## src/rtl/image_frame_scheduler.sv

```systemverilog
// image_frame_scheduler: queues per-frame datapath commands and launches/supervises one frame at a time
// with a line counter, a watchdog and sticky error flags.
module image_frame_scheduler #(
    parameter int CMD_DEPTH = 4,
    parameter int HEIGHT    = 512,
    parameter int TIMEOUT   = 400000,
    parameter int TO_W      = 20,
    parameter int FRAME_GAP = 16
) (
    input  logic        HCLK,
    input  logic        HRESETn,
    input  logic        sched_en,
    input  logic        cmd_valid,
    output logic        cmd_ready,
    input  logic [1:0]  cmd_op,
    input  logic [7:0]  cmd_value,
    input  logic [7:0]  cmd_thresh,
    input  logic        cmd_sign,
    output logic        dp_start,
    output logic [1:0]  dp_op,
    output logic [7:0]  dp_value,
    output logic [7:0]  dp_thresh,
    output logic        dp_sign,
    input  logic        dp_hsync,
    input  logic        dp_done,
    output logic        busy,
    output logic [15:0] frame_cnt,
    output logic [9:0]  line_cnt,
    output logic        irq_done,
    output logic        err_timeout,
    output logic        err_lines,
    input  logic        err_clr
);
    localparam int AW = $clog2(CMD_DEPTH);
    localparam int GW = $clog2(FRAME_GAP) + 1;
    typedef enum logic [2:0] {IDLE, LOAD, START, RUN, GAP} state_t;
    state_t state, state_nx;
    logic [18:0]   mem [CMD_DEPTH];
    logic [AW:0]   wr_ptr, rd_ptr;
    logic [TO_W-1:0] wd;
    logic [GW-1:0] gap_cnt;
    logic [9:0]    line_nx;
    logic          full, empty, push, pop, hsync_q, rise, done_hit, to_hit;
    assign full      = (wr_ptr[AW] != rd_ptr[AW]) && (wr_ptr[AW-1:0] == rd_ptr[AW-1:0]);
    assign empty     = wr_ptr == rd_ptr;
    assign cmd_ready = !full;
    assign push      = cmd_valid && !full;
    assign dp_start  = state == START;
    assign busy      = state != IDLE;
    assign rise      = state == RUN && dp_hsync && !hsync_q;
    // line count including an edge arriving in the same cycle as done
    assign line_nx   = rise ? (line_cnt == 10'h3FF ? line_cnt : line_cnt + 10'd1) : line_cnt;
    always_comb begin
        state_nx = state;
        pop      = 1'b0;
        done_hit = 1'b0;
        to_hit   = 1'b0;
        case (state)
            IDLE:    if (sched_en && !empty) state_nx = LOAD;
            LOAD: begin
                pop      = 1'b1;
                state_nx = START;
            end
            START:   state_nx = RUN;
            RUN: begin
                if (dp_done) begin
                    done_hit = 1'b1;
                    state_nx = GAP;
                end else if (wd == TO_W'(TIMEOUT - 1)) begin
                    to_hit   = 1'b1;
                    state_nx = GAP;
                end
            end
            GAP:     if (gap_cnt == GW'(FRAME_GAP - 1)) state_nx = IDLE;
            default: state_nx = IDLE;
        endcase
    end
    always_ff @(posedge HCLK) begin
        if (push) mem[wr_ptr[AW-1:0]] <= {cmd_op, cmd_value, cmd_thresh, cmd_sign};
    end
    always_ff @(posedge HCLK or negedge HRESETn) begin
        if (!HRESETn) begin
            state       <= IDLE;
            wr_ptr      <= '0;
            rd_ptr      <= '0;
            dp_op       <= '0;
            dp_value    <= '0;
            dp_thresh   <= '0;
            dp_sign     <= 1'b0;
            hsync_q     <= 1'b0;
            line_cnt    <= '0;
            wd          <= '0;
            gap_cnt     <= '0;
            irq_done    <= 1'b0;
            frame_cnt   <= '0;
            err_lines   <= 1'b0;
            err_timeout <= 1'b0;
        end else begin
            state    <= state_nx;
            hsync_q  <= dp_hsync;
            if (push) wr_ptr <= wr_ptr + (AW+1)'(1);
            if (pop) begin
                rd_ptr <= rd_ptr + (AW+1)'(1);
                {dp_op, dp_value, dp_thresh, dp_sign} <= mem[rd_ptr[AW-1:0]];
            end
            line_cnt    <= pop ? '0 : line_nx;
            wd          <= pop ? '0 : (state == RUN ? wd + TO_W'(1) : wd);
            gap_cnt     <= state == GAP ? gap_cnt + GW'(1) : '0;
            irq_done    <= done_hit;
            if (done_hit) frame_cnt <= frame_cnt + 16'd1;
            // a new error in the same cycle as err_clr stays set
            err_lines   <= (done_hit && line_nx != 10'(HEIGHT)) ? 1'b1 : (err_clr ? 1'b0 : err_lines);
            err_timeout <= to_hit ? 1'b1 : (err_clr ? 1'b0 : err_timeout);
        end
    end
endmodule

```

## config.mk

```make
export PLATFORM = sky130hd
export DESIGN_NAME = image_frame_scheduler
export DESIGN_NICKNAME = d
export VERILOG_FILES = /design/src/rtl/image_frame_scheduler.sv
export SDC_FILE = /design/constraint.sdc
export NUM_CORES = 1
export LEC_CHECK = 0
export ABC_AREA = 1
export CORE_ASPECT_RATIO = 0.9
export CORE_MARGIN = 2
export CORE_UTILIZATION = 47
export DETAILED_ROUTE_END_ITERATION = 7
export PLACE_DENSITY_LB_ADDON = 0.1
export SLEW_MARGIN = 20
export SYNTH_ARGS = -nofsm -noshare
export SYNTH_HDL_FRONTEND = slang
export SYNTH_SLANG_ARGS = --single-unit
export TNS_END_PERCENT = 5
```

## constraint.sdc

```tcl
create_clock -name HCLK -period 2.6 [get_ports HCLK]
set_input_delay 0.26 -clock HCLK [delete_from_list [all_inputs] [get_ports HCLK]]
set_output_delay 0.26 -clock HCLK [all_outputs]
set_load 0.1 [all_outputs]
```

==> reports/qor.yml, run 1 <==
placed_design:
  pre_cts_slack_ns: 0.700
  dp_hpwl_um: 9580
  port_buffers: 76
  gp_congestion: 0.847
timing:
  skew_ns: 0.0123
  fmax_mhz: 527
  setup_tns_ns: 0
  setup_viol: 0
  min_period_ns: 1.90
  grt_setup_unrepaired: "no"
  final-hold-violation-count: 0
  final.period_utilization: 0.730
  worst_slew_pin_slew_ns: 0.611
  relSlewSlack: 0.592
  fin_ws_ns: 0.703
  maxSlewViolCount: 0
worst_setup_path:
  r2r_cells: 12
  crit_type: "flop to flop"
  reg2reg_from: "line_cnt[0]$_DFF_PN0_"
  r2r-end: "err_lines$_DFFE_PN0P_"
  critical_path.endpoint_type: "flop"
  cp_max_fo: 10
  cp_data_arrival_time_ns: 2.22
  worst_setup_path_start_kind: "flop"
  critPathRequiredTime_ns: 2.92
  reg2reg_slack_ns: 0.70
clocking:
  cts_hold_buf: 1
  cts.path.max_buffers: 2
  cts.clk_slew.worst_paths_ns: 0.06
  post-cts-setup-buffers: 0
  cts_resized: 0
  htree_levels: 4
  numCtsBuffers: 17
  clk_latency_ns: 0.43
  cts_root_buf: "clkbuf_16"
  cts_sinks: 159
  cts_tree: "done"
drt:
  drc_errors: 0
  wirelength_um: 14400
  ant_nets: 0
  route.vias.total: 4925
  firstDrtPassIters: 4
  viasPerCell: 5.05
  wl_per_cell_um: 14.8
  drt_iter0_markers: 346
die:
  core_mm2: 0.0142
  start_util: 0.487
  placementRows: 41
  ios: 77
  design.die.area_mm2: 0.0156
  die_y_um: 119
  die_x_um: 132
grt:
  grt_pass1_wl_um: 24400
  grt_max_degree: 48
  grt_pass1_vias: 4899
  grt_use_total: 0.198
  grt.overflow.total: 0
  grt_antenna_before_repair: 0
synthesis:
  syn_inst: 682
  postSynthAreaPerCell_um2: 10.1
  ys_seq_elements: 159
  synth_cell_types: 34
  ys_seq_area_frac: 0.633
  ys_warn_count: 0
  synthTopCellsByArea: "edfxtp_1 (33%), dfrtp_1 (30%), nand2_1 (8.1%)"
  synth_top_area_frac: 0.331
  yosysTopAreaCell: "edfxtp_1"
  syn_area_mm2: 0.00689
  syn_nets: 718
finish:
  nets: 806
  drive_gt1_frac: 0.151
  fin_util: 0.594
  n_antenna_cell: 0
  final_common_cell: "nand2_1"
  final_cell_mix: "nand2_1 (148), nor2_1 (93), dfrtp_1 (83), edfxtp_1 (76), buf_4 (62)"
  syn2layout_area_growth_pct: 22.0
hold_path:
  min_to: "hsync_q$_DFF_PN0_"
  hold_depth: 1
  hold_class: "input port to flop"
  min_from: "dp_hsync"
power:
  irDropWorstVdd_mv: 0.796
  p_leak_nw: 3.64
  power_density_mw_per_mm2: 1200
  total_power_mw: 10.1
flow_run:
  cap_violations: 0
outcome:
  status: "completed"
==> worst max path at each step <==
stage                                      from  cells past startpoint  slack, ns                        end
final                     line_cnt[0]$_DFF_PN0_                     12       0.70      err_lines$_DFFE_PN0P_
after global routing      line_cnt[0]$_DFF_PN0_                     12       0.40      err_lines$_DFFE_PN0P_
after CTS                 line_cnt[0]$_DFF_PN0_                     12       0.69      err_lines$_DFFE_PN0P_
after detailed placement                dp_done                      7       0.70  frame_cnt[14]$_DFFE_PN0P_
after global placement                  dp_done                      9       0.74  frame_cnt[15]$_DFFE_PN0P_
after floorplan           line_cnt[0]$_DFF_PN0_                     12       0.27      err_lines$_DFFE_PN0P_
==> critical path, stage by stage, from the launching register on <==
cell and delay, ns:
dfrtp_1 0.42, ha_1 0.23, nand2_1 0.07, nor2_1 0.17, nand2_1 0.24, nand2_1 0.14, nand2_1 0.06, nand2_1 0.07
nand2_1 0.06, nor2_1 0.13, nand3_1 0.10, nand2_1 0.06, nand2_1 0.04
==> routing by layer <==
| metal | part of all wire | wire (µm) | track usage | vias up |
|---|---|---|---|---|
| li1 | - | - | - | 2457 |
| met1 | 0.46 | 6640 | 0.263 | 2358 |
| met2 | 0.48 | 6950 | 0.316 | 93 |
| met3 | 0.043 | 625 | 0.0468 | 17 |
| met4 | 0.016 | 227 | 0.0815 | 0 |
| met5 | 0 | 0 | 0 | - |
==> synthesized netlist by cell type <==
library cell and number:
nand3b_1 2, nand3_1 32, ha_1 10, o21a_1 1
xnor2_1 11, buf_2 4, nor2_1 98, xor2_1 13
inv_1 58, nor4_1 2, nand2_1 148, a211oi_1 2
nand3_4 2, o21bai_1 2, buf_1 2, nor2_4 4
a21oi_1 12, dfrtp_1 83, o21ai_0 54, or2_2 1
a2bb2oi_1 1, o22ai_1 19, a31oi_1 1, nand4_1 8
nand2_2 3, nor2_2 3, clkbuf_1 14, nor2_8 1
o31ai_1 1, edfxtp_1 76, nand3_2 2, a22o_1 1
and3_1 1, nor3_1 10
==> power breakdown <==
group	total, mW	switching [mW]	internal, mW
combinational	4.10	3.14	0.967
sequential	3.54	0.309	3.23
clock	2.41	1.04	1.38
==> flip-flops by register name, indices dropped and copies added, names as in the netlist, 2 cells and up <==
| name | flops |
|---|---|
| mem | 76 |
| wd | 20 |
| frame_cnt | 16 |
| line_cnt | 10 |
| dp_thresh | 8 |
| dp_value | 8 |
| gap_cnt | 5 |
| rd_ptr | 3 |
| state | 3 |
| wr_ptr | 3 |
| dp_op | 2 |
==> per-stage QoR <==
step,hold WS [ns],instances,cell area [µm²]
4_1_cts,0.290,976,8410
3_5_place_dp,0.319,943,7820
6_report,0.315,976,8410
2_1_floorplan,-0.0356,682,6910
5_1_grt,0.303,976,8410
3_3_place_gp,0.315,943,7820
==> kinds of logic (layout without fill, tap and decap cells) <==
logic type	after synthesis	count (layout)	synth area share
and+or+nand+nor	317	317	0.200
DFF	159	159	0.633
AOI/OAI and AO/OA	94	94	0.0752
buffers and inverters	78	179	0.0432
xor gates and xnor gates	24	24	0.0305
adders and majority gates	10	10	0.0182
==> area by class of cell <==
class                           count  area, µm²
Multi-Input combinational cell    445       2250
Timing Repair Buffer               89        756
Tap cell                          193        241
Fill cell                        1231       5750
Clock inverter                     12       91.3
Sequential cell                   159       4360
Clock buffer                       20        489
Inverter                           58        218
No activity file was read; power rests on OpenSTA's default activity.
==> run 2, diff against run 1 <==
==> constraint.sdc (replaced) <==
create_clock -name HCLK -period 1.6 [get_ports HCLK]
set_input_delay 0.16 -clock HCLK [delete_from_list [all_inputs] [get_ports HCLK]]
set_output_delay 0.16 -clock HCLK [all_outputs]
set_load 0.1 [all_outputs]
==> reports/qor.yml, run 2 (synthesized netlist as in run 1, its figures left out) <==
drt:
  wirelength_um: 16000
  wl_per_cell_um: 15.4
  drc_errors: 0
  viasPerCell: 5.12
  firstDrtPassIters: 4
  route.vias.total: 5314
  drt_iter0_markers: 314
  ant_nets: 0
worst_setup_path:
  critPathRequiredTime_ns: 1.91
  cp_max_fo: 5
  cp_data_arrival_time_ns: 1.97
  crit_type: "flop to flop"
  worst_setup_path_start_kind: "flop"
  critical_path.endpoint_type: "flop"
die:
  die_y_um: 119
  placementRows: 41
  ios: 77
  design.die.area_mm2: 0.0156
  start_util: 0.487
  core_mm2: 0.0142
  die_x_um: 132
timing:
  skew_ns: 0.00905
  hold_slack_ns: 0.205
  fmax_mhz: 603
  maxSlewViolCount: 0
  grt_setup_unrepaired: "yes"
  min_period_ns: 1.66
  final-hold-violation-count: 0
  final.period_utilization: 1.04
  relSlewSlack: 0.733
  fin_ws_ns: -0.0570
  setup_viol: 8
  worst_slew_pin_slew_ns: 0.400
clocking:
  clk_latency_ns: 0.43
  numCtsBuffers: 17
  cts_tree: "done"
  cts_root_buf: "clkbuf_16"
  cts.path.max_buffers: 2
  htree_levels: 4
  cts_sinks: 159
  cts.clk_slew.worst_paths_ns: 0.06
outcome:
  status: "complete, but fails checks"
  violations: "negative setup slack"
grt:
  grt_max_degree: 41
  grt_pass1_vias: 5459
  grt_antenna_before_repair: 0
  grt.overflow.total: 0
  grt_pass1_wl_um: 26800
  grt_use_total: 0.218
finish:
  fillers: 1057
  largest_reg_flops: 76
  syn2layout_area_growth_pct: 43.4
  final_common_cell: "nand2_1"
  nets: 867
  n_antenna_cell: 0
  final_cell_mix: "nand2_1 (141), nor2_1 (79), edfxtp_1 (76), dfrtp_1 (61), buf_4 (61)"
  drive_gt1_frac: 0.288
power:
  power_density_mw_per_mm2: 1860
  total_power_mw: 18.4
  p_leak_nw: 4.16
  irDropWorstVdd_mv: 1.25
placed_design:
  port_buffers: 76
  gp_congestion: 0.879
  dp_hpwl_um: 10500
flow_run:
  cap_violations: 0
hold_path:
  hold_class: "input port to async pin"
run 2: per-stage QoR:
step | utilization | TNS (ns) | instances | area [µm²] | setup WS, ns
after CTS | 0.690 | -0.124 | 1035 | 9770 | -0.0390
after global routing | 0.698 | -3.19 | 1037 | 9890 | -0.169
after floorplan | - | -11.49 | 682 | 7010 | -0.218
final | 0.698 | -0.180 | 1037 | 9890 | -0.0570
after global placement | 0.638 | -0.180 | 994 | 9030 | -0.0994
after detailed placement | 0.638 | -0.968 | 994 | 9030 | -0.160
run 2: worst max-delay path, cell delays in order, from the launching register on:
cell,delay [ns]
dfrtp_2,0.46
inv_2,0.10
nand3_4,0.15
nor2_4,0.17
nand3_4,0.09
nor2_4,0.16
nand2_4,0.09
nor2_4,0.16
nand3_1,0.08
nand2_1,0.06
a21oi_1,0.03
run 2: final timing paths:
check | cells after the start | to | from | slack (ns)
setup / recovery | 10 | wd[17]$_DFFE_PN0P_ | state[2]$_DFFE_PN0P_ | -0.06
hold / removal | 2 | gap_cnt[2]$_DFF_PN0_ | HRESETn | 0.21
setup reg to reg | 10 | wd[17]$_DFFE_PN0P_ | state[2]$_DFFE_PN0P_ | -0.06
hold reg to reg | 1 | gap_cnt[0]$_DFF_PN0_ | gap_cnt[0]$_DFF_PN0_ | 0.46
max in group asynchronous | 3 | wr_ptr[0]$_DFFE_PN0P_ | HRESETn | 0.80
min in group HCLK | 1 | hsync_q$_DFF_PN0_ | dp_hsync | 0.21
run 2: layout make-up:
cell class / count / area (µm²) / share of cell area
Inverter: 58 / 221 / 0.0224
Clock inverter: 10 / 77.6 / 0.00785
Multi-Input combinational cell: 446 / 2540 / 0.257
Timing Repair Buffer: 149 / 1940 / 0.197
Clock buffer: 22 / 464 / 0.0470
Sequential cell: 159 / 4400 / 0.445
Tap cell: 193 / 241 / 0.0244
run 2: where the power goes:
| part | switching (mW) | total, mW | leakage [nW] | internal (mW) |
|---|---|---|---|---|
| logic | 5.57 | 8.75 | 2.14 | 3.19 |
| clock network | 1.63 | 3.71 | 0.262 | 2.09 |
| registers | 0.650 | 5.95 | 1.76 | 5.30 |
| total | 7.84 | 18.4 | 4.16 | 10.6 |
run 2: repair_timing:
action | in CTS | in global routing
resized for setup | 36 | 28
gates cloned | 1 | 0
setup buffers | 7 | 2
hold buffers | 1 | 0
setup endpoints to repair | 34 | 51
pin swaps | 9 | 13
endpoints found under the hold margin | 25 | 0
run 2: layer usage:
metal | part of all wire | vias up | global-route usage | routed length, µm
met3 | 0.053 | 24 | 0.0490 | 846
li1 | - | 2577 | - | -
met4 | 0.017 | 0 | 0.0938 | 266
met2 | 0.50 | 142 | 0.365 | 8060
met5 | 0 | - | 0 | 0
met1 | 0.43 | 2571 | 0.275 | 6800
==> run 3, diff against run 2 <==
--- a/config.mk
+++ b/config.mk
@@ -6,10 +6,12 @@
 export NUM_CORES = 1
 export LEC_CHECK = 0
 export ABC_AREA = 1
+export CAP_MARGIN = 10
 export CORE_ASPECT_RATIO = 0.9
 export CORE_MARGIN = 2
 export CORE_UTILIZATION = 47
 export DETAILED_ROUTE_END_ITERATION = 7
+export HOLD_SLACK_MARGIN = 0.02
 export PLACE_DENSITY_LB_ADDON = 0.1
 export SLEW_MARGIN = 20
 export SYNTH_ARGS = -nofsm -noshare
==> results of run 3 <==
Same layout as run 2: the final DEF is identical, and so are final timing and power.
